[config.mk]
export PLATFORM = sky130hd
export DESIGN_NAME = sw_debounce
export DESIGN_NICKNAME = d
export VERILOG_FILES = /design/src/rtl/sw_debounce_pkg.sv /design/src/rtl/sw_debounce_sync2.sv /design/src/rtl/sw_debounce.sv
export SDC_FILE = /design/constraint.sdc
export NUM_CORES = 1
export LEC_CHECK = 0
export ABC_AREA = 1
export BUFFER_PORTS_ARGS = -buffer_cell sky130_fd_sc_hd__buf_2
export CAP_MARGIN = 20
export CELL_PAD_IN_SITES_DETAIL_PLACEMENT = 1
export CELL_PAD_IN_SITES_GLOBAL_PLACEMENT = 1
export CORE_MARGIN = 2
export CORE_UTILIZATION = 49
export CTS_CLUSTER_DIAMETER = 60
export DETAILED_ROUTE_END_ITERATION = 16
export GPL_ROUTABILITY_DRIVEN = 1
export PLACE_DENSITY_LB_ADDON = 0.1
export SLEW_MARGIN = 10
export SYNTH_ARGS = -nofsm -noshare
export SYNTH_HDL_FRONTEND = slang
export SYNTH_HIERARCHICAL = 1
export SYNTH_SLANG_ARGS = --single-unit
export TNS_END_PERCENT = 20
[constraint.sdc]
create_clock -name clk -period 3 [get_ports clk]
set_input_delay 0.45 -clock clk [delete_from_list [all_inputs] [get_ports clk]]
set_output_delay 0.45 -clock clk [all_outputs]
set_load 0.03 [all_outputs]
[src/rtl/sw_debounce_pkg.sv]
// Shared constants and helpers for the slide-switch debouncer.
// Defaults describe the 50 MHz board build; benches override with SIM_TICK_DIV.
package sw_debounce_pkg;

    localparam int SW_WIDTH         = 9;
    localparam int DEB_TICK_DIV_50M = 50000;
    localparam int DEB_STABLE_N     = 8;
    localparam int SIM_TICK_DIV     = 4;

    typedef enum logic [1:0] {
        HIST_MIXED = 2'd0,
        HIST_ALL0  = 2'd1,
        HIST_ALL1  = 2'd2
    } hist_kind_e;

    // Classify the low n bits of a sample history (n in 2..16).
    function automatic hist_kind_e hist_state(input logic [15:0] hist, input int n);
        logic [15:0] mask;
        mask = 16'hFFFF >> (16 - n);
        if ((hist & mask) == mask) begin
            return HIST_ALL1;
        end else if ((hist & mask) == 16'h0000) begin
            return HIST_ALL0;
        end else begin
            return HIST_MIXED;
        end
    endfunction

endpackage

[src/rtl/sw_debounce_sync2.sv]
// Two-flop synchroniser for asynchronous inputs (switches, buttons, ps2).
module sync2 #(
    parameter int W = 1
) (
    input  logic         clk,
    input  logic         rst_n,
    input  logic [W-1:0] d,
    output logic [W-1:0] q
);

    logic [W-1:0] meta_r;
    logic [W-1:0] sync_r;

    // First stage may go metastable; only the second stage is consumed.
    always_ff @(posedge clk or negedge rst_n) begin
        if (!rst_n) begin
            meta_r <= {W{1'b0}};
            sync_r <= {W{1'b0}};
        end else begin
            meta_r <= d;
            sync_r <= meta_r;
        end
    end

    assign q = sync_r;

endmodule

[src/rtl/sw_debounce.sv]
// Synchronises and debounces the switch bank; emits a stable level plus
// registered rise/fall/changed strobes and the shared sample tick.
module sw_debounce
    import sw_debounce_pkg::*;
#(
    parameter int WIDTH    = SW_WIDTH,
    parameter int TICK_DIV = DEB_TICK_DIV_50M,
    parameter int STABLE_N = DEB_STABLE_N
) (
    input  logic             clk,
    input  logic             rst,
    input  logic [WIDTH-1:0] sw_raw,
    output logic [WIDTH-1:0] sw_db,
    output logic [WIDTH-1:0] sw_rise,
    output logic [WIDTH-1:0] sw_fall,
    output logic             changed,
    output logic             tick
);

    localparam int CW = (TICK_DIV > 1) ? $clog2(TICK_DIV) : 1;
    localparam logic [CW-1:0] CNT_LAST = CW'(TICK_DIV - 1);

    logic [WIDTH-1:0]    sync_q_s;
    logic [CW-1:0]       cnt_r;
    logic [CW-1:0]       cnt_next_s;
    logic                tick_r;
    logic [STABLE_N-1:0] hist_r      [WIDTH];
    logic [STABLE_N-1:0] hist_next_s [WIDTH];
    hist_kind_e          kind_s      [WIDTH];
    logic [WIDTH-1:0]    db_r;
    logic [WIDTH-1:0]    rise_r;
    logic [WIDTH-1:0]    fall_r;
    logic                changed_r;
    logic [WIDTH-1:0]    rise_next_s;
    logic [WIDTH-1:0]    fall_next_s;

    sync2 #(.W(WIDTH)) u_sync (
        .clk   (clk),
        .rst_n (rst),
        .d     (sw_raw),
        .q     (sync_q_s)
    );

    // Prescaler next count, wrapping at TICK_DIV-1.
    always_comb begin
        cnt_next_s = cnt_r;
        if (cnt_r == CNT_LAST) begin
            cnt_next_s = {CW{1'b0}};
        end else begin
            cnt_next_s = cnt_r + CW'(1);
        end
    end

    // tick_r is registered from the next count so it is high exactly while cnt_r == TICK_DIV-1.
    always_ff @(posedge clk or negedge rst) begin
        if (!rst) begin
            cnt_r  <= {CW{1'b0}};
            tick_r <= 1'b0;
        end else begin
            cnt_r  <= cnt_next_s;
            tick_r <= (cnt_next_s == CNT_LAST);
        end
    end

    // Per-bit acceptance judged on the history as it will look after this tick's shift.
    for (genvar i = 0; i < WIDTH; i++) begin : g_bit
        assign hist_next_s[i] = {hist_r[i][STABLE_N-2:0], sync_q_s[i]};
        assign kind_s[i]      = hist_state(16'(hist_next_s[i]), STABLE_N);
        assign rise_next_s[i] = tick_r && (kind_s[i] == HIST_ALL1) && !db_r[i];
        assign fall_next_s[i] = tick_r && (kind_s[i] == HIST_ALL0) &&  db_r[i];
    end

    // Histories, level flops and strobes; strobes land in the same cycle as the level.
    always_ff @(posedge clk or negedge rst) begin
        if (!rst) begin
            for (int i = 0; i < WIDTH; i++) begin
                hist_r[i] <= {STABLE_N{1'b0}};
            end
            db_r      <= {WIDTH{1'b0}};
            rise_r    <= {WIDTH{1'b0}};
            fall_r    <= {WIDTH{1'b0}};
            changed_r <= 1'b0;
        end else begin
            for (int i = 0; i < WIDTH; i++) begin
                if (tick_r) begin
                    hist_r[i] <= hist_next_s[i];
                end
            end
            db_r      <= (db_r | rise_next_s) & ~fall_next_s;
            rise_r    <= rise_next_s;
            fall_r    <= fall_next_s;
            changed_r <= |(rise_next_s | fall_next_s);
        end
    end

    assign sw_db   = db_r;
    assign sw_rise = rise_r;
    assign sw_fall = fall_r;
    assign changed = changed_r;
    assign tick    = tick_r;

endmodule

==> Word level (Yosys, flattened, before mapping) <==
Index checks and enable logic that the tools add are counted.
{ "totals": {"ff_bits": 126, "output_inout_bits": 29, "wordCells": 125} }
{ "op_classes": {"add_sub_neg": 1, "n_eq_ne": 29, "muxes": 19, "bitwise_logic": 4, "n_reduce_logical": 55} }
{ "op_table": {"columns": ["cell", "n"], "rows": [
  ["16-bit zero test", 9],
  ["8-bit == test (second input constant)", 9],
  ["1-bit logical AND", 36],
  ["16-bit == test (second input constant)", 2],
  ["2-bit by 1-bit == test with 1-bit output (second input constant)", 9],
  ["2-bit == test (second input constant)", 9],
  ["2-bit 2-to-1 mux", 9],
  ["9-bit OR", 2],
  ["16-bit by 1-bit adder with 16-bit output (second input constant)", 1],
  ["16-bit 2-to-1 mux", 1],
  ["9-bit bitwise AND", 1],
  ["1-bit zero test", 9],
  ["1-bit 2-to-1 mux", 9],
  ["9-bit NOT", 1],
  ["9-bit OR reduction", 1]
]} }

==> Logic depth before layout (Yosys ltp) <==
Gate-level depths: netlist of run 1.
{ "depth": {"ltp_word": 8, "mapped_depth": 11, "mapped_depth_nobuf": 11} }

==> Modules after synthesis <==
Netlist of run 1, hierarchy kept.
{ "by_module_without_submodules": {"columns": ["mod", "n_inst", "cells_each", "area_each_um2", "seq_area_each_um2"], "rows": [
  ["sw_debounce", 1, 606, 4911.0, 2702.6],
  ["sync2", 1, 18, 450.4, 450.4]
]} }

==> Worst setup path before layout of run 1 <==
No wires, ideal clock.
{ "synth_timing": {"kind": "register to register", "from": "reg tick_r (netlist: tick)", "to": "reg rise_r[6] (netlist: sw_rise[6])", "arrival_ns": 1.402, "slack_ns": 1.523, "stages_incl_launch_ff": 7, "cell_sequence": "dfrtp_1 > buf_2 > buf_2 > nand2_1 > nor4_1 > nand4_1 > nor2_1"} }
{ "synth_via": {"elab_chain_len": 2} }
{ "synth_rtl": {"columns": ["element", "line", "source"], "rows": [
  ["start, declared", "sw_debounce.sv:26", "logic tick_r;"],
  ["start signal, assigned", "sw_debounce.sv:61", "tick_r <= (cnt_next_s == CNT_LAST);"],
  ["1-bit logical AND (2 in series)", "sw_debounce.sv:69", "assign rise_next_s[i] = tick_r && (kind_s[i] == HIST_ALL1) && !db_r[i];"],
  ["named net rise_next_s[6]", "sw_debounce.sv:34", "logic [WIDTH-1:0] rise_next_s;"],
  ["end signal, assigned", "sw_debounce.sv:80", "rise_r <= {WIDTH{1'b0}};"],
  ["end signal, assigned", "sw_debounce.sv:90", "rise_r <= rise_next_s;"],
  ["end, declared", "sw_debounce.sv:31", "logic [WIDTH-1:0] rise_r;"]
]} }
The timed path passes the listed nets, and every way through them passes these cells.
A chain may end at the register's enable or synchronous reset.

==> Worst setup path after layout of run 1 <==
{ "layout_timing": {"from": "reg tick_r (netlist: tick)", "to": "out tick"} }
{ "layout_lines": {"columns": ["element", "line", "source"], "rows": [
  ["end, declared", "sw_debounce.sv:17", "output logic tick"]
]} }
No word-level cell between the ends.

==> results.toml, run 1 <==
[setup_path]
critPathLaunchType = "flip-flop"
cp.required_ps = 2550
critPathTopFamily = "flip-flops"
crit_slowest_cell = "dfrtp_2"
worstPathMaxFanout = 19
path_cells = "buf_2"
end_kind = "primary output"
cpPeakStageDelay_ps = 600
crit_buf_inv = 1
cp.arrival_ps = 1390
critPathKind = "reg2out"

[cells_and_area]
layout_common_cells = "nand2_1 (152), dfrtp_1 (125), inv_1 (94)"
final_common_cell = "nand2_1"
antenna_cells = 0
fin_nets = 686
area_growth_pct = 17.7
fillers = 1297
drive_gt1_frac = 0.115
final_core_util = 0.587
fin_area_um2 = 6310

[drt]
wl_per_cell_um = 15.8
antenna_violating_nets_post_route = 0
wl_um = 13000
initialDrtViolationCount = 179
viasPerCell = 5.26
dr.pass1.iters = 4
drc = 0
vias = 4347

[yosys]
synth-edff-count = 0
ys_types = 24
netlist.area_leader.share = 0.588
syn-instance-count = 624
yosys_warnings = 6
ys_top_cells_by_area = "dfrtp_1 (59%), nand2_1 (11%), inv_1 (6.6%), o21ai_0 (5.2%), nor2_1 (3.6%)"
ys_ff_latch = 126
postSynth.asyncResetShare = 1.00
netlist_area_um2 = 5360
synth_seq_area_share = 0.588
synth-main-ff-cell = "dfrtp_1"
synth_nets = 636
yosys.area.top_type = "dfrtp_1"
syn_area_per_cell_um2 = 8.59

[clocking]
clock_latency_ps = 520
cts_resized = 0
numCtsBuffers = 17
cts_max_level = 4
clkTransAtPathRegs_ps = 50
clockBufferDepth = 2
root_buffer = "clkbuf_8"
cts.sinks = 126
cts_tree = "built"

[power]
sw_frac_of_total = 0.201
p_leak_uw = 0.00312
ir_worst_vdd_mv = 0.378
p_sw_uw = 746
power_frac_seq = 0.464
p_int_uw = 2970
pwr-share-clk = 0.524
power_density_nw_per_um2 = 588
p_comb_frac = 0.013

[timing]
worst_hold_slack_ps = 31.3
clock_skew_ps = 3.96
worst_slew_pin_slew_ps = 594
setup_viol = 0
drv_slew = 0
hold_viol_final = 0
finalCritPeriodShare = 0.615
rsz0062_at_grt = "no"
fin_tns_setup_ps = 0
max-slew-margin-rel = 0.604
timing.fmax_mhz = 542
timing.final.crit_period_ps = 1840

[global_route]
grt_pass1_wl_um = 22300
gr-total-overflow = 0
grtUsageTotal = 0.245
antenna_found_initial = 0
first_global_vias = 4696
grt_max_degree = 65

[die]
core.rowCount = 38
die_width_um = 109
die-area_um2 = 11800
num_io_pins = 40
start_util = 0.499
die_y_um = 109
coreArea_um2 = 10700

[placement]
port_buffers = 39
place_area_um2 = 5740
dpl.hpwl_um = 8850
gp_congestion = 0.862

[run_status]
status = "finished clean"

[flow_run]
cap_violations = 0

[min_path]
hold_class = "in2reg"
[kinds of logic (layout without fill, tap and decap cells)]
group	Yosys count	after routing	share of synthesized area
simple gates	315	315	0.259
flops	126	126	0.588
buf+inv	109	172	0.0779
compound gates	71	71	0.0695
xor+xnor	2	2	0.00327
fa+ha+maj	1	1	0.00233
[metal layers]
layer / global-route usage / routed length [um] / up-vias
met1: 0.304 / 5880 / 2145
met4: 0.0778 / 192 / 0
met3: 0.0621 / 417 / 22
met2: 0.421 / 6540 / 77
met5: 0 / 0 / -
li1: - / - / 2103
[layout make-up]
cell class,count,area (um^2),area share
clock inverters,6,82.6,0.0131
well taps,140,175,0.0278
repair buffers,46,278,0.0440
flip-flops and latches,126,3150,0.500
multi-input cells,389,1790,0.284
clock buffers,26,478,0.0757
inverters,94,353,0.0559
[Yosys cell counts, drive strengths merged (2+ instances only)]
library cell  instances
a21oi                 7
buf                  10
clkbuf                5
dfrtp               126
inv                  94
nand2               155
nand3                38
nand4                22
nor2                 55
nor3                 34
nor3b                 5
nor4                  5
o21a                  4
o21ai                57
o21bai                3
xor2                  2
[power by group through the flow]
stage / sequential [uW] / combinational (uW) / clock [uW]
detailed placement: 1750 / 49.1 / 0
global route: 1720 / 54.9 / 2060
CTS: 1720 / 50.4 / 1980
finish: 1720 / 47.5 / 1940
floorplan: 1750 / 2.44 / 0
global placement: 1750 / 48.0 / 0
[sequential cells by signal, indices dropped and copies added (netlist names)]
name,flops
changed,1
cnt_r,16
hist_next_s,63
sw_db,9
sw_fall,9
sw_rise,9
tick,1
u_sync/meta_r,9
u_sync/q,9
[final timing paths]
kind                                  start                to  slack (ps)  depth (start not counted)
max                                    tick              tick        1160                          1
min                               sw_raw[0]  u_sync/meta_r[0]          30                          1
max reg2reg                            tick           changed        1240                          9
min reg2reg                u_sync/meta_r[3]       u_sync/q[3]         340                          0
max in group asynchronous               rst        sw_rise[4]        1720                          3
min in group asynchronous               rst   hist_next_s[39]         470                          2
[per-stage QoR]
| stage | cells | total power, uW | setup WS [ps] |
|---|---|---|---|
| after floorplan | 624 | 1750 | 1520 |
| after global placement | 794 | 1800 | 1360 |
| after detailed placement | 794 | 1800 | 1270 |
| after CTS | 827 | 3750 | 1140 |
| after global routing | 827 | 3840 | 1010 |
| final | 827 | 3710 | 1160 |
[repair_timing]
action                                 CTS  global route
buffers inserted                         0             0
hold buffers                             1             0
endpoints found under the hold margin   40             0
No activity file was read; power rests on OpenSTA's default activity.
==> run 2: changes to the inputs <==
--- a/config.mk
+++ b/config.mk
@@ -11,7 +11,7 @@
 export CELL_PAD_IN_SITES_DETAIL_PLACEMENT = 1
 export CELL_PAD_IN_SITES_GLOBAL_PLACEMENT = 1
 export CORE_MARGIN = 2
-export CORE_UTILIZATION = 49
+export CORE_UTILIZATION = 41
 export CTS_CLUSTER_DIAMETER = 60
 export DETAILED_ROUTE_END_ITERATION = 16
 export GPL_ROUTABILITY_DRIVEN = 1
==> constraint.sdc (replaced) <==
create_clock -name clk -period 1.5 [get_ports clk]
set_input_delay 0.225 -clock clk [delete_from_list [all_inputs] [get_ports clk]]
set_output_delay 0.225 -clock clk [all_outputs]
set_load 0.03 [all_outputs]
==> run 2 against run 1 <==
Net effect:
- the flow now finishes with violations (negative setup slack)
- worst setup slack worse by 1200 ps
- count of clock-buffer cells in the layout down 2
- total power up 110%
- clock skew up 3.5 ps
- register-to-register slack worse by 1300 ps
- utilization down 5.0 points
- critical path type is now reg2reg
- largest power group unchanged
==> results.toml, run 2 (synthesized netlist as in run 1, its figures left out) <==
[power]
power_uw = 7960
p_leak_uw = 0.00334
power_density_nw_per_um2 = 1170
p_sw_uw = 1520
ir_worst_vdd_mv = 0.738
p_comb_frac = 0.014
p_int_uw = 6440
power_frac_seq = 0.432
pwr-share-clk = 0.554
sw_frac_of_total = 0.191

[die]
core.rowCount = 41
die-area_um2 = 14000
num_io_pins = 40
die_y_um = 118
coreArea_um2 = 12700
die_width_um = 118
start_util = 0.423

[cells_and_area]
stdcell_count = 889
final_core_util = 0.537
drive_gt1_frac = 0.173
layout_common_cells = "nand2_1 (149), dfrtp_1 (124), inv_1 (92)"
largest_register_ffs = 63
final_common_cell = "nand2_1"
antenna_cells = 0
area_growth_pct = 26.9
fin_nets = 718

[timing]
clock_skew_ps = 7.43
timing.final.crit_period_ps = 1550
drv_slew = 0
worst_slew_pin_slew_ps = 501
setup_viol = 2
max-slew-margin-rel = 0.666
worst_slack_ps = -52.3
hold_viol_final = 0
finalCritPeriodShare = 1.03
rsz0062_at_grt = "yes"
fin_tns_setup_ps = -55.5
timing.fmax_mhz = 644

[setup_path]
critPathKind = "reg2reg"
critPathLaunchType = "flip-flop"
cp.required_ps = 1850
cp.arrival_ps = 1900
worstRegToRegCells = 10
worstPathMaxFanout = 4
end_kind = "flip-flop"

[drt]
viasPerCell = 4.93
initialDrtViolationCount = 173
vias = 4383
drc = 0
dr.pass1.iters = 4
wl_per_cell_um = 14.9
antenna_violating_nets_post_route = 0
wl_um = 13300

[global_route]
grtUsageTotal = 0.205
grt_pass1_wl_um = 23000
gr-total-overflow = 0
use_met3 = 0.0512
first_global_vias = 4728
grt_max_degree = 88
antenna_found_initial = 0
met2_usage = 0.349
grt_use_met1 = 0.255
top_usage_layer = "met2"

[clocking]
cts_max_level = 4
cts.sinks = 126
root_buffer = "clkbuf_16"
cts_tree = "built"
clockBufferDepth = 2
clkTransAtPathRegs_ps = 60
numCtsBuffers = 17
clock_latency_ps = 420

[flow_run]
cap_violations = 0

[min_path]
min_path_cells = 0
hold_class = "reg2reg"

[run_status]
violations = "negative setup slack"
status = "finished, violations left"

[placement]
dpl.cell_count = 844
port_buffers = 39
dpl.hpwl_um = 8940
gp_congestion = 0.843
dp_slack_ps = -100
[run 2: cell count changes in the layout (fill, tap and decap cells not counted), sizes merged, moves of 2 or more]
cell,previous run,this run
buf,45,67
dlygate4sd3,1,10
bufinv,2,4
clkbuf,26,24
[run 2: repair_timing]
| action | in CTS | in global routing |
|---|---|---|
| hold endpoints to repair | 135 | 0 |
| pin swaps | 2 | 7 |
| cloned | 1 | 0 |
| setup buffers | 0 | 4 |
| hold buffers | 10 | 0 |
| gates resized for setup | 9 | 16 |
| endpoints found under the setup margin | 4 | 9 |
[run 2: worst paths after layout]
kind | from | slack [ps] | end
setup / recovery | cnt_r[0] | -50 | tick
hold / removal | u_sync/meta_r[8] | 350 | u_sync/q[8]
setup reg to reg | cnt_r[0] | -50 | tick
hold reg to reg | u_sync/meta_r[8] | 350 | u_sync/q[8]
max in group asynchronous | rst | 700 | tick
min in group asynchronous | rst | 380 | u_sync/q[4]
[run 2: metrics by stage]
stage / instance area, um^2 / hold slack (ps)
3_5_place_dp: 5930 / 316
2_1_floorplan: 5360 / -70.6
3_3_place_gp: 5930 / 315
4_1_cts: 6730 / 349
5_1_grt: 6800 / 357
6_report: 6800 / 346
[run 2: critical path, cell delays in order (launching register included)]
cell and delay [ps]:
dfrtp_1 400, ha_4 190, buf_4 110, nor2_1 50, nor3_2 160, nand2_1 90
nor2_2 120, nand3_1 90, nor2_1 120, nand2_1 70, nor2_1 80
[run 2: routing by layer]
layer | part of all wire | vias to the layer above
met1 | 0.46 | 2157
met3 | 0.025 | 18
li1 | - | 2156
met4 | 0.017 | 0
met5 | 0 | -
met2 | 0.50 | 52
[run 2: layout make-up]
type,instances,area (um^2)
Fill cell,1458,5870
Sequential cell,126,3160
Multi-Input combinational cell,389,1870
Timing Repair Buffer,78,581
Clock buffer,24,502
Inverter,94,353
Tap cell,172,215
Clock inverter,6,130
[run 2: power groups by stage]
stage | Sequential (uW) | Combinational (uW) | Clock (uW)
after floorplan | 3500 | 4.89 | 0
after global placement | 3500 | 95.9 | 0
after detailed placement | 3500 | 97.6 | 0
after CTS | 3440 | 118 | 4510
after global routing | 3450 | 131 | 4640
final | 3440 | 111 | 4410
